==> src/rtl/uart_ascii_rx.sv <==
// UART 8N1 receiver: recovers bytes from an asynchronous serial line and presents each
// good byte on ascii with a one-cycle ascii_val pulse; stop-bit errors pulse frame_err.
module uart_ascii_rx #(
  parameter int unsigned p_clks_per_bit = 868,
  parameter int unsigned p_sync_stages  = 2
) (
  input  logic       clk,
  input  logic       rst,
  input  logic       rx,
  output logic [7:0] ascii,
  output logic       ascii_val,
  output logic       frame_err,
  output logic       busy
);

  localparam int unsigned CntW = $clog2(p_clks_per_bit);
  // Counter counts down to zero, so a period of N clocks is loaded as N-1.
  localparam logic [CntW-1:0] BitLoad  = CntW'(p_clks_per_bit - 1);
  localparam logic [CntW-1:0] HalfLoad = CntW'(p_clks_per_bit / 2 - 1);

  typedef enum logic [2:0] {
    StIdle,
    StStart,
    StData,
    StStop,
    StWaitIdle
  } state_e;

  state_e                   state_q, state_d;
  logic [CntW-1:0]          cnt_q, cnt_d;
  logic [2:0]               bit_idx_q, bit_idx_d;
  logic [7:0]               shift_q, shift_d;
  logic [7:0]               ascii_q, ascii_d;
  logic                     val_q, val_d;
  logic                     err_q, err_d;
  logic [p_sync_stages-1:0] sync_q, sync_d;

  logic rx_s;
  logic cnt_zero;

  assign rx_s     = sync_q[p_sync_stages-1];
  assign cnt_zero = (cnt_q == '0);

  // Metastability synchronizer: shift raw rx toward the last stage.
  always_comb begin
    sync_d = {sync_q[p_sync_stages-2:0], rx};
  end

  // Frame sequencing: start validation, mid-bit sampling and output pulse generation.
  always_comb begin
    state_d   = state_q;
    cnt_d     = cnt_zero ? cnt_q : cnt_q - 1'b1;
    bit_idx_d = bit_idx_q;
    shift_d   = shift_q;
    ascii_d   = ascii_q;
    val_d     = 1'b0;
    err_d     = 1'b0;

    unique case (state_q)
      StIdle: begin
        if (!rx_s) begin
          cnt_d   = HalfLoad;
          state_d = StStart;
        end
      end
      StStart: begin
        if (cnt_zero) begin
          if (!rx_s) begin
            cnt_d     = BitLoad;
            bit_idx_d = 3'd0;
            state_d   = StData;
          end else begin
            // Line went back high before mid-start: treat as a glitch.
            state_d = StIdle;
          end
        end
      end
      StData: begin
        if (cnt_zero) begin
          shift_d = {rx_s, shift_q[7:1]};
          cnt_d   = BitLoad;
          if (bit_idx_q == 3'd7) begin
            state_d = StStop;
          end else begin
            bit_idx_d = bit_idx_q + 3'd1;
          end
        end
      end
      StStop: begin
        if (cnt_zero) begin
          if (rx_s) begin
            ascii_d = shift_q;
            val_d   = 1'b1;
            // Leaving at the stop midpoint lets a start bit right after the stop be caught.
            state_d = StIdle;
          end else begin
            err_d   = 1'b1;
            state_d = StWaitIdle;
          end
        end
      end
      StWaitIdle: begin
        // Ignore the low line (break) until it returns to idle.
        if (rx_s) begin
          state_d = StIdle;
        end
      end
      default: begin
        state_d = StIdle;
      end
    endcase
  end

  // State register with asynchronous active-low reset; synchronizer presets to idle-high.
  always_ff @(posedge clk or negedge rst) begin
    if (!rst) begin
      state_q   <= StIdle;
      cnt_q     <= '0;
      bit_idx_q <= 3'd0;
      shift_q   <= 8'h00;
      ascii_q   <= 8'h00;
      val_q     <= 1'b0;
      err_q     <= 1'b0;
      sync_q    <= '1;
    end else begin
      state_q   <= state_d;
      cnt_q     <= cnt_d;
      bit_idx_q <= bit_idx_d;
      shift_q   <= shift_d;
      ascii_q   <= ascii_d;
      val_q     <= val_d;
      err_q     <= err_d;
      sync_q    <= sync_d;
    end
  end

  assign ascii     = ascii_q;
  assign ascii_val = val_q;
  assign frame_err = err_q;
  assign busy      = (state_q != StIdle);

endmodule

==> config.mk <==
export PLATFORM = sky130hd
export DESIGN_NAME = uart_ascii_rx
export DESIGN_NICKNAME = d
export VERILOG_FILES = /design/src/rtl/uart_ascii_rx.sv
export SDC_FILE = /design/constraint.sdc
export NUM_CORES = 1
export LEC_CHECK = 0
export ABC_AREA = 1
export CORE_MARGIN = 10
export CORE_UTILIZATION = 35
export CTS_CLUSTER_SIZE = 40
export DETAILED_ROUTE_END_ITERATION = 6
export PLACE_DENSITY_LB_ADDON = 0.3
export SLEW_MARGIN = 10
export SYNTH_ARGS = -nofsm -noshare
export SYNTH_HDL_FRONTEND = slang
export SYNTH_SLANG_ARGS = --single-unit
export TNS_END_PERCENT = 1
==> constraint.sdc <==
create_clock -name clk -period 4.7 [get_ports clk]
set_input_delay 0.47 -clock clk [delete_from_list [all_inputs] [get_ports clk]]
set_output_delay 0.47 -clock clk [all_outputs]
set_load 0.05 [all_outputs]
=== Yosys cells after proc, flatten, opt, wreduce, memory -nomap -nowiden ===
Index checks and enable logic that the tools add are counted.

* Reductions and logical operators: 8
* Add/sub/neg operators: 2
* Eq/ne operators: 13
* Muxes and demuxes: 26

{| class="wikitable"
|+ Operator list
! cell !! number
|-
| 10-bit 2-to-1 mux || 5
|-
| 3-bit 2-to-1 mux || 11
|-
| 10-bit one-hot mux with 3 select lines || 1
|-
| 2-bit inequality test (second input constant) || 8
|-
| 3-bit one-hot mux with 5 select lines || 1
|-
| 10-bit logical NOT || 1
|-
| 10-bit by 1-bit subtractor with 10-bit output (second input constant) || 1
|-
| 3-bit by 2-bit equality test with 1-bit output (second input constant) || 2
|-
| 3-bit equality test (second input constant) || 2
|-
| 1-bit 2-to-1 mux || 6
|-
| 3-bit one-hot mux with 2 select lines || 1
|-
| 6-bit AND reduction || 1
|-
| 5-bit AND reduction || 1
|-
| 3-bit by 1-bit adder with 3-bit output (second input constant) || 1
|-
| 3-bit by 1-bit equality test with 1-bit output (second input constant) || 1
|-
| 3-bit logical NOT || 1
|-
| 3-bit AND reduction || 1
|-
| 3-bit nonzero test || 1
|-
| 2-bit 2-to-1 mux || 1
|-
| 2-bit AND reduction || 1
|-
| 2-bit nonzero test || 1
|}

* Input port bits: 3
* Output and inout port bits: 11
* Word-level logic and storage cells: 57
* Bits in registers: 36

=== Longest topological paths before layout ===
Gate-level depths: netlist (run 1).

* Word-level depth: 5
* Depth in mapped cells: 10

=== Worst setup path after synthesis (run 1) ===
Ideal clock, no wire load.

* Path kind: reg-to-reg
* From: register cnt_q[0]
* To: register cnt_q[0]
* Arrival: 1.782 ns
* Cell stages (with the launch flop): 11
* Period minus slack after synthesis: 1.906 ns
* Path slack: 2.794 ns
* Library setup time: 0.124 ns
* Cell sequence: dfrtp_1 -> inv_1 -> ha_1 -> inv_1 -> nor3_2 -> nand3_4 -> ha_1 -> nor2_1 -> nor2_1 -> nor3_1 -> a21oi_1

* Longest elaborated chain between the ends: 5
* Elaborated cells on any way between the ends: 8
* Classes of those cells: add/sub (1); mux (6); reduce/logical (1)

{| class="wikitable"
|+ Ends and longest elaborated chain
! element !! line !! text
|-
| from (decl) || 30 || <nowiki>logic [CntW-1:0] cnt_q, cnt_d;</nowiki>
|-
| from (signal assigned) || 127 || <nowiki>cnt_q <= cnt_d;</nowiki>
|-
| 10-bit by 1-bit subtractor with 10-bit output / 10-bit logical NOT (equally long branches) || 52, 42 ||
|-
| 10-bit 2-to-1 mux || 52 || <nowiki>cnt_d = cnt_zero ? cnt_q : cnt_q - 1'b1;</nowiki>
|-
| 10-bit 2-to-1 mux || 68 || <nowiki>if (!rx_s) begin</nowiki>
|-
| 10-bit 2-to-1 mux || 67 || <nowiki>if (cnt_zero) begin</nowiki>
|-
| 10-bit one-hot mux with 3 select lines * || 59 || <nowiki>unique case (state_q)</nowiki>
|-
| via cnt_d[0] || 30 ||
|}

Mark *: on every way through the listed nets, which the timed path passes. The rest lies on a longest branch.
A chain may end at the register's enable or synchronous reset.

=== Final worst setup path (run 1) ===
* From: register state_q[1]
* To: output port busy

* Longest elaborated chain between the ends: 1

{| class="wikitable"
|+ Ends and longest elaborated chain
! element !! line !! text
|-
| from (decl) || 29 || <nowiki>state_e state_q, state_d;</nowiki>
|-
| from (signal assigned) || 117 || <nowiki>state_q <= StIdle;</nowiki>
|-
| from (signal assigned) || 126 || <nowiki>state_q <= state_d;</nowiki>
|-
| 3-bit nonzero test || 140 || <nowiki>assign busy = (state_q != StIdle);</nowiki>
|-
| to (decl) || 13 || <nowiki>output logic busy</nowiki>
|}

No other way between the ends.

==> results.toml, run 1 <==
[sta]
fin_ws_ns = 2.434
setup_viol = 0
tns_ns = 0
rsz0062_at_grt = "false"
skew_ns = 0.007580
fmax_ghz = 0.4414
slew_headroom_pct = 47.38
period_needed_ns = 2.266
slew_violations = 0
tightest_slew_ns = 0.7893
fin_crit_sh_pct = 48.20
final_hold_viol_count = 0

[route]
initialDrtViolationCount = 79
dr_total_vias = 1465
drc = 0
drt-pass1-iter-count = 4
vias_per_cell = 4.592
ant_nets = 0
wire_per_inst_um = 11.33
routed_wl_um = 3614

[placement]
pre_cts_ws_ns = 2.634
hpwl_um = 2636
numPortBuffers = 13
dp.cells = 311
gp_congestion = 0.8560
place_area_mm2 = 0.002033

[critical_path]
crit_chain = "nor2_1, nand2_1, clkdlybuf4s50_1"
start_kind = "flop"
rr_endpoint = "cnt_q[0]$_DFF_PN0_"
cp_slowest_cell = "clkdlybuf4s50_1"
r2r_start = "cnt_q[0]$_DFF_PN0_"
cp-end-kind = "output pin"
worstPathRequired_ns = 4.23
slowest_delay_ns = 0.81
r2r_slack_ns = 2.59
critical_path_class = "reg2out"
critPathMaxFanout = 7
worstPathArrival_ns = 1.80
ff2ff_path_depth = 10

[floorplanning]
row_count = 26
die_area_mm2 = 0.008541
die_h_um = 92.42
io_pins = 14
die_w_um = 92.42
core_area_mm2 = 0.005107
initial_utilization_pct = 35.94

[clocking]
cts-buffers-inserted = 5
cts_tree = "built"
cts_buffer_depth = 2
cts_setup_buffers = 0
htreeDepth = 2
clk_latency_ns = 0.29
cts_hold_buf = 0
numClockSinks = 36
clockRootBuffer = "clkbuf_8"
clk_pin_slew_ns = 0.08
post_cts_resized = 0

[synthesis]
syn-cell-area_mm2 = 0.001836
ys_warn_count = 0
synth_seq_cells = 36
netlist_instances = 230
ys_seq_area_share_pct = 49.22
yosysUniqueCellTypes = 25
avgSynthCellArea_um2 = 7.980
synth_fp_nets = 238

[cells_and_area]
multi_input_area_um2 = 822.0
final_area_mm2 = 0.002121
antennaDiodeCount = 0
nets = 256
syn_to_final_growth_pct = 15.54
seq_area_um2 = 903.4
post_route_cells_drive_above_1_share_pct = 11.24
fin_util_pct = 41.52
final_cells = 319
num-fill-cells = 512

[power]
p_leak_nw = 1.152
peakVddDrop_mv = 0.1672
p_per_area_mw_per_mm2 = 253.6

[global_route]
grt_use_total_pct = 8.893
grt_overflow = 0
grt_pass1_vias = 1399
grt_pass1_wl_um = 6306
antenna_found_initial = 0
grt_max_degree = 37

[hold_path]
hp-class = "in2async"

[status]
outcome = "finished clean"

[flow_run]
max_cap_viol_count = 0
## cells in the final DEF (no fill, tap or decap)
cell / n
nand3_2: 1
nand2_4: 2
nand3_1: 19
clkbuf_8: 5
xor2_1: 1
inv_6: 1
o21ai_0: 11
clkdlybuf4s50_1: 12
nand2_2: 2
or2_2: 1
nor2_1: 24
clkinv_4: 1
inv_1: 20
nand3_4: 1
nor2_2: 2
clkinv_2: 2
nand4_1: 6
nor3_1: 6
inv_2: 3
nor3_2: 1
a21oi_1: 2
dfrtp_1: 34
dfstp_2: 2
nor2_4: 3
nand2_1: 80
buf_2: 1
ha_1: 5
o211ai_1: 1
## synth_stat cells (all sizes together)
master / n / area (um^2)
clkbuf: 1 / 3.750
nor3: 7 / 40.04
o211ai: 1 / 7.510
buf: 1 / 11.26
or2: 1 / 6.260
inv: 24 / 95.09
nand2: 84 / 335.3
nand4: 6 / 37.54
dfstp: 2 / 52.55
nor2: 29 / 136.4
ha: 5 / 62.56
nand3: 21 / 122.6
dfrtp: 34 / 850.8
xor2: 1 / 8.760
o21ai: 11 / 55.05
a21oi: 2 / 10.01
## power breakdown
part           internal [mW]  switching [mW]  leakage, nW
clock network          0.103           0.114       0.0479
logic                0.00151         0.00747        0.628
registers              0.311        0.000845        0.476
## area by class of cell
type,count,area share (%)
multi-input combinational,168,38.76
tap,70,4.130
clock buffer,5,3.245
inverter,24,4.484
timing repair buffer,13,5.900
sequential,36,42.60
clock inverter,3,0.8850
## how the worst max path moves through the flow
stage | from | cells after the start | end | slack, ns
floorplan | cnt_q[0]$_DFF_PN0_ | 10 | cnt_q[0]$_DFF_PN0_ | 2.79
global placement | cnt_q[0]$_DFF_PN0_ | 10 | cnt_q[0]$_DFF_PN0_ | 2.71
detailed placement | cnt_q[0]$_DFF_PN0_ | 10 | cnt_q[0]$_DFF_PN0_ | 2.63
CTS | state_q[1]$_DFFE_PN0P_ | 3 | busy | 2.41
global route | state_q[1]$_DFFE_PN0P_ | 3 | busy | 2.32
finish | state_q[1]$_DFFE_PN0P_ | 3 | busy | 2.43
## flip-flops by register name, summed over array words and instances, names as in the netlist
| name | flops |
|---|---|
| state_q | 3 |
| shift_q | 8 |
| frame_err | 1 |
| ascii_val | 1 |
| sync_q | 2 |
| ascii | 8 |
| bit_idx_q | 3 |
| cnt_q | 10 |
## critical path, delay by kind of cell (launching register included)
kind / cells / cell delay (ns)
simple gates: 2 / 0.22
buf+inv: 1 / 0.81
flops: 1 / 0.48
## stage by stage
stage | power [mW] | hold WS, ns
final | 0.5378 | 0.2588
after detailed placement | 0.3279 | 0.3473
after floorplan | 0.3196 | 0.1744
after CTS | 0.5496 | 0.3003
after global placement | 0.3278 | 0.3459
after global routing | 0.5641 | 0.3124
## cells by family (layout without fill, tap and decap cells)
family	Yosys count	in the layout	share of synthesized area, %
and+or+nand+nor	148	148	36.95
DFF	36	36	49.22
buffers and inverters	26	45	5.998
AOI/OAI and AO/OA	14	14	3.954
adders and majority gates	5	5	3.408
xor gates and xnor gates	1	1	0.4773
## layer usage
layer  GRT usage, %  vias to the layer above  wire length [um]
li1               -                      764                 -
met1          11.27                      672              1781
met5              0                        -                 0
met2          13.71                       24              1592
met4          3.470                        0                51
met3          2.906                        5               188
Power figures use the tool's default switching activity.
==> run 2, diff against run 1 <==
==> constraint.sdc (replaced) <==
create_clock -name clk -period 1.93 [get_ports clk]
set_input_delay 0.193 -clock clk [delete_from_list [all_inputs] [get_ports clk]]
set_output_delay 0.193 -clock clk [all_outputs]
set_load 0.05 [all_outputs]
==> results.toml, run 2 (same netlist as run 1, synthesis figures left out) <==
[cells_and_area]
nets = 260
final_common_cell = "nand2_1"
antennaDiodeCount = 0
largest_reg_flops = 10
post_route_cells_drive_above_1_share_pct = 13.89
syn_to_final_growth_pct = 18.95
final_cells = 322
largest_register = "cnt_q"
layout_common_cells = "nand2_1 (80), dfrtp_1 (34), nor2_1 (23), inv_1 (19), nand3_1 (19)"

[critical_path]
ff2ff_path_depth = 10
cp-startpoint = "cnt_q[0]$_DFF_PN0_"
start_kind = "flop"
worstPathRequired_ns = 2.10
worstPathArrival_ns = 1.96
critical_path_class = "reg2reg"
rr_endpoint = "cnt_q[0]$_DFF_PN0_"
r2r_start = "cnt_q[0]$_DFF_PN0_"
setup.worst_path.end = "cnt_q[0]$_DFF_PN0_"
r2r_slack_ns = 0.14
cp-end-kind = "flop"
critPathMaxFanout = 3

[clocking]
cts_tree = "built"
cts_buffer_depth = 2
htreeDepth = 2
clk_pin_slew_ns = 0.07
clk_latency_ns = 0.28
cts-buffers-inserted = 5
numClockSinks = 36
clockRootBuffer = "clkbuf_8"

[power]
p_leak_nw = 1.178
internal-power_mw = 1.080
power.total_mw = 1.357
clockPowerShare_pct = 42.2
peakVddDrop_mv = 0.5450
p_per_area_mw_per_mm2 = 621.3
swShare_pct = 20.35
comb_power_share_pct = 1.7
p_seq_share_pct = 56.0
switchingPower_uw = 276.0

[route]
initialDrtViolationCount = 109
drt-pass1-iter-count = 4
dr_total_vias = 1490
ant_nets = 0
drc = 0
wire_per_inst_um = 11.57
routed_wl_um = 3724
vias_per_cell = 4.627

[global_route]
grt_pass1_vias = 1425
grt_overflow = 0
grt_max_degree = 37
antenna_found_initial = 0
grt_pass1_wl_um = 6520
grt_use_total_pct = 9.234

[sta]
final_hold_viol_count = 13
tightest_slew_ns = 0.7983
holdWs_ns = -0.004547
fin_crit_sh_pct = 92.62
setup_viol = 0
period_needed_ns = 1.788
slew_headroom_pct = 46.78
skew_ns = 0.006124
slew_violations = 0
fmax_ghz = 0.5594

[placement]
dp.cells = 314
numPortBuffers = 13
hpwl_um = 2664
gp_congestion = 0.8919

[status]
outcome = "finished with violations"
violations = "negative hold slack"

[hold_path]
hp-class = "in2async"

[floorplanning]
core_area_mm2 = 0.005107
io_pins = 14
die_area_mm2 = 0.008541
row_count = 26
initial_utilization_pct = 35.94
die_h_um = 92.42
die_w_um = 92.42

[flow_run]
max_cap_viol_count = 0
## run 2: area by class of cell
cell class | count | area [um^2]
fill | 525 | 2924
sequential | 36 | 903.4
timing repair buffer | 17 | 152.6
clock buffer | 7 | 96.34
multi-input combinational | 168 | 848.3
inverter | 24 | 95.09
tap | 70 | 87.58
## run 2: routing by layer
layer | wire (um) | global-route usage, % | vias up
met3 | 192 | 2.906 | 4
li1 | - | - | 773
met5 | 0 | 0 | -
met4 | 42 | 3.728 | 0
met1 | 1774 | 11.24 | 692
met2 | 1714 | 14.82 | 21
## run 2: worst min path at each step
stage,from,to,slack (ns)
floorplan,rst,ascii[0]$_DFFE_PN0P_,-0.10
global placement,rst,ascii_val$_DFF_PN0_,0.33
detailed placement,rst,ascii_val$_DFF_PN0_,0.34
CTS,rst,cnt_q[1]$_DFF_PN0_,0.03
global route,rst,ascii[3]$_DFFE_PN0P_,0.06
finish,rst,ascii_val$_DFF_PN0_,-0.005
## run 2: worst max-delay path, cell delays in order (launching register included)
cell and delay (ns):
dfrtp_1 0.44, inv_2 0.08, ha_1 0.15, inv_1 0.08
nor3_4 0.24, nand3_4 0.10, ha_4 0.24, nor2_4 0.08
nor2_1 0.05, nor3_1 0.13, a21oi_1 0.09
## run 2: power by group through the flow
stage               Sequential [mW]  Clock, mW  Combinational [mW]
detailed placement            0.775          0              0.0239
finish                        0.760      0.573              0.0233
global route                  0.760      0.630              0.0280
global placement              0.774          0              0.0235
floorplan                     0.774          0             0.00425
CTS                           0.760      0.594              0.0239
## run 2: timing repair
item                                    in CTS  in global routing
endpoints found under the hold margin        0                  0
endpoints found under the setup margin       0                  1
hold buffers                                 0                  0
resized for setup                            0                  5
setup buffers                                0                  1
## run 2: stage by stage
stage	setup TNS [ns]	instance area (um^2)	util, %	hold WS (ns)	worst slack [ns]
after floorplan	0	1836	-	-0.1026	0.02372
after global placement	0	2053	40.20	0.3332	0.1216
after detailed placement	0	2053	40.20	0.3429	0.06414
after CTS	0	2150	42.09	0.03130	0.06008
after global routing	-0.01300	2183	42.75	0.06327	-0.01300
final	0	2183	42.75	-0.004547	0.1425
==> run 3, diff against run 2 <==
--- a/config.mk
+++ b/config.mk
@@ -6,7 +6,7 @@
 export NUM_CORES = 1
 export LEC_CHECK = 0
 export ABC_AREA = 1
-export CORE_MARGIN = 10
+export CORE_MARGIN = 3
 export CORE_UTILIZATION = 35
 export CTS_CLUSTER_SIZE = 40
 export DETAILED_ROUTE_END_ITERATION = 6
==> results.toml, run 3 (same netlist as run 1, synthesis figures left out) <==
[sta]
skew_ns = 0.003356
final_hold_viol_count = 0
tightest_slew_ns = 0.5009
setup_viol = 0
slew_violations = 0
fmax_ghz = 0.5495
slew_headroom_pct = 66.50
period_needed_ns = 1.820
fin_ws_ns = 0.1103
fin_crit_sh_pct = 94.28

[power]
peakVddDrop_mv = 0.4180
p_per_area_mw_per_mm2 = 608.0
p_leak_nw = 1.207
power.total_mw = 1.349

[cells_and_area]
final_common_cell = "nand2_1"
layout_common_cells = "nand2_1 (80), dfrtp_1 (34), nor2_1 (23), inv_1 (20), nand3_1 (19)"
nets = 266
syn_to_final_growth_pct = 20.86
post_route_cells_drive_above_1_share_pct = 15.44
final_cells = 326
antennaDiodeCount = 0
largest_reg_flops = 10
largest_register = "cnt_q"

[clocking]
cts_tree = "built"
clk_latency_ns = 0.29
clockRootBuffer = "clkbuf_8"
cts-buffers-inserted = 5
htreeDepth = 2
cts_buffer_depth = 2
numClockSinks = 36
clk_pin_slew_ns = 0.07

[global_route]
grt_pass1_wl_um = 6603
grt_overflow = 0
grt_max_degree = 22
grt_pass1_vias = 1429
antenna_found_initial = 0
grt_use_total_pct = 13.73

[floorplanning]
io_pins = 14
die_h_um = 78.42
row_count = 25
core_area_mm2 = 0.004880
die_w_um = 78.42
die_area_mm2 = 0.006149
initial_utilization_pct = 37.62

[critical_path]
crit_chain = "inv_1, ha_1, inv_1, nor3_4, nand3_4, ha_4, nor2_2, nor2_1, nor3_1, a21oi_1"
cp-end-kind = "flop"
worstPathArrival_ns = 1.99
critPathMaxFanout = 3
critical_path_class = "reg2reg"
crit_path_frequent_cell = "inv_1"
cp_slowest_cell = "dfrtp_1"
slowest_delay_ns = 0.40
worstPathRequired_ns = 2.10
start_kind = "flop"

[route]
ant_nets = 0
wire_per_inst_um = 11.51
drc = 0
vias_per_cell = 4.613
routed_wl_um = 3752
initialDrtViolationCount = 45
dr_total_vias = 1504
drt-pass1-iter-count = 4

[placement]
numPortBuffers = 13
hpwl_um = 2695
dp.cells = 313
gp_congestion = 0.8151
pre_cts_ws_ns = 0.01332

[hold_path]
hp-class = "in2reg"

[flow_run]
max_cap_viol_count = 0

[status]
outcome = "finished clean"
[run 3: metal layers]
metal	wire length, um	track usage (%)
met5	0	0
met3	129	5.046
met4	45	4.196
met1	1816	17.52
met2	1761	21.75
[run 3: what timing repair did]
action / in CTS / in global routing
pin swaps: 0 / 2
gates resized for setup: 1 / 2
endpoints found under the hold margin: 19 / 0
endpoints found under the setup margin: 1 / 1
buffers inserted: 0 / 4
hold buffers: 1 / 0
[run 3: worst paths after layout]
check | startpoint | end | slack (ns) | cells after the start
max in group asynchronous | rst | sync_q[0]$_DFF_PN1_ | 0.96 | 3
worst min-delay path | rx | sync_q[0]$_DFF_PN1_ | 0.31 | 1
min in group asynchronous | rst | cnt_q[7]$_DFF_PN0_ | 0.39 | 2
worst min register to register | sync_q[0]$_DFF_PN1_ | sync_q[1]$_DFF_PN1_ | 0.36 | 0
worst max-delay path | cnt_q[0]$_DFF_PN0_ | cnt_q[0]$_DFF_PN0_ | 0.11 | 10
worst max register to register | cnt_q[0]$_DFF_PN0_ | cnt_q[0]$_DFF_PN0_ | 0.11 | 10
[run 3: critical path: cells and delay by family, from the launching register on]
family	cells	cell delay (ns)
AO/OA/AOI/OAI	1	0.10
flip-flops	1	0.40
buffers and inverters	2	0.16
AND/OR/NAND/NOR	5	0.66
adder cells (fa/ha/maj)	2	0.39
[run 3: area by class of cell]
cell class,count,area [um^2]
sequential,36,903.4
timing repair buffer,23,200.2
clock buffer,6,82.58
tap,67,83.83
multi-input combinational,168,843.3
inverter,24,95.09
clock inverter,2,10.01
fill,504,2661
[run 3: through the flow]
| step | cell area, um^2 | hold WS [ns] | setup TNS [ns] | utilization, % |
|---|---|---|---|---|
| finish | 2218 | 0.3074 | 0 | 45.46 |
| global route | 2218 | 0.3126 | -0.03159 | 45.46 |
| CTS | 2173 | 0.2974 | 0 | 44.54 |
| detailed placement | 2064 | 0.1863 | 0 | 42.31 |
| global placement | 2064 | 0.1864 | 0 | 42.31 |
| floorplan | 1836 | -0.1026 | 0 | - |
[run 3: report_power, final]
part	switching, mW	internal [mW]
combinational	0.0196	0.00772
sequential	0.00200	0.758
clock	0.277	0.285
total	0.298	1.05
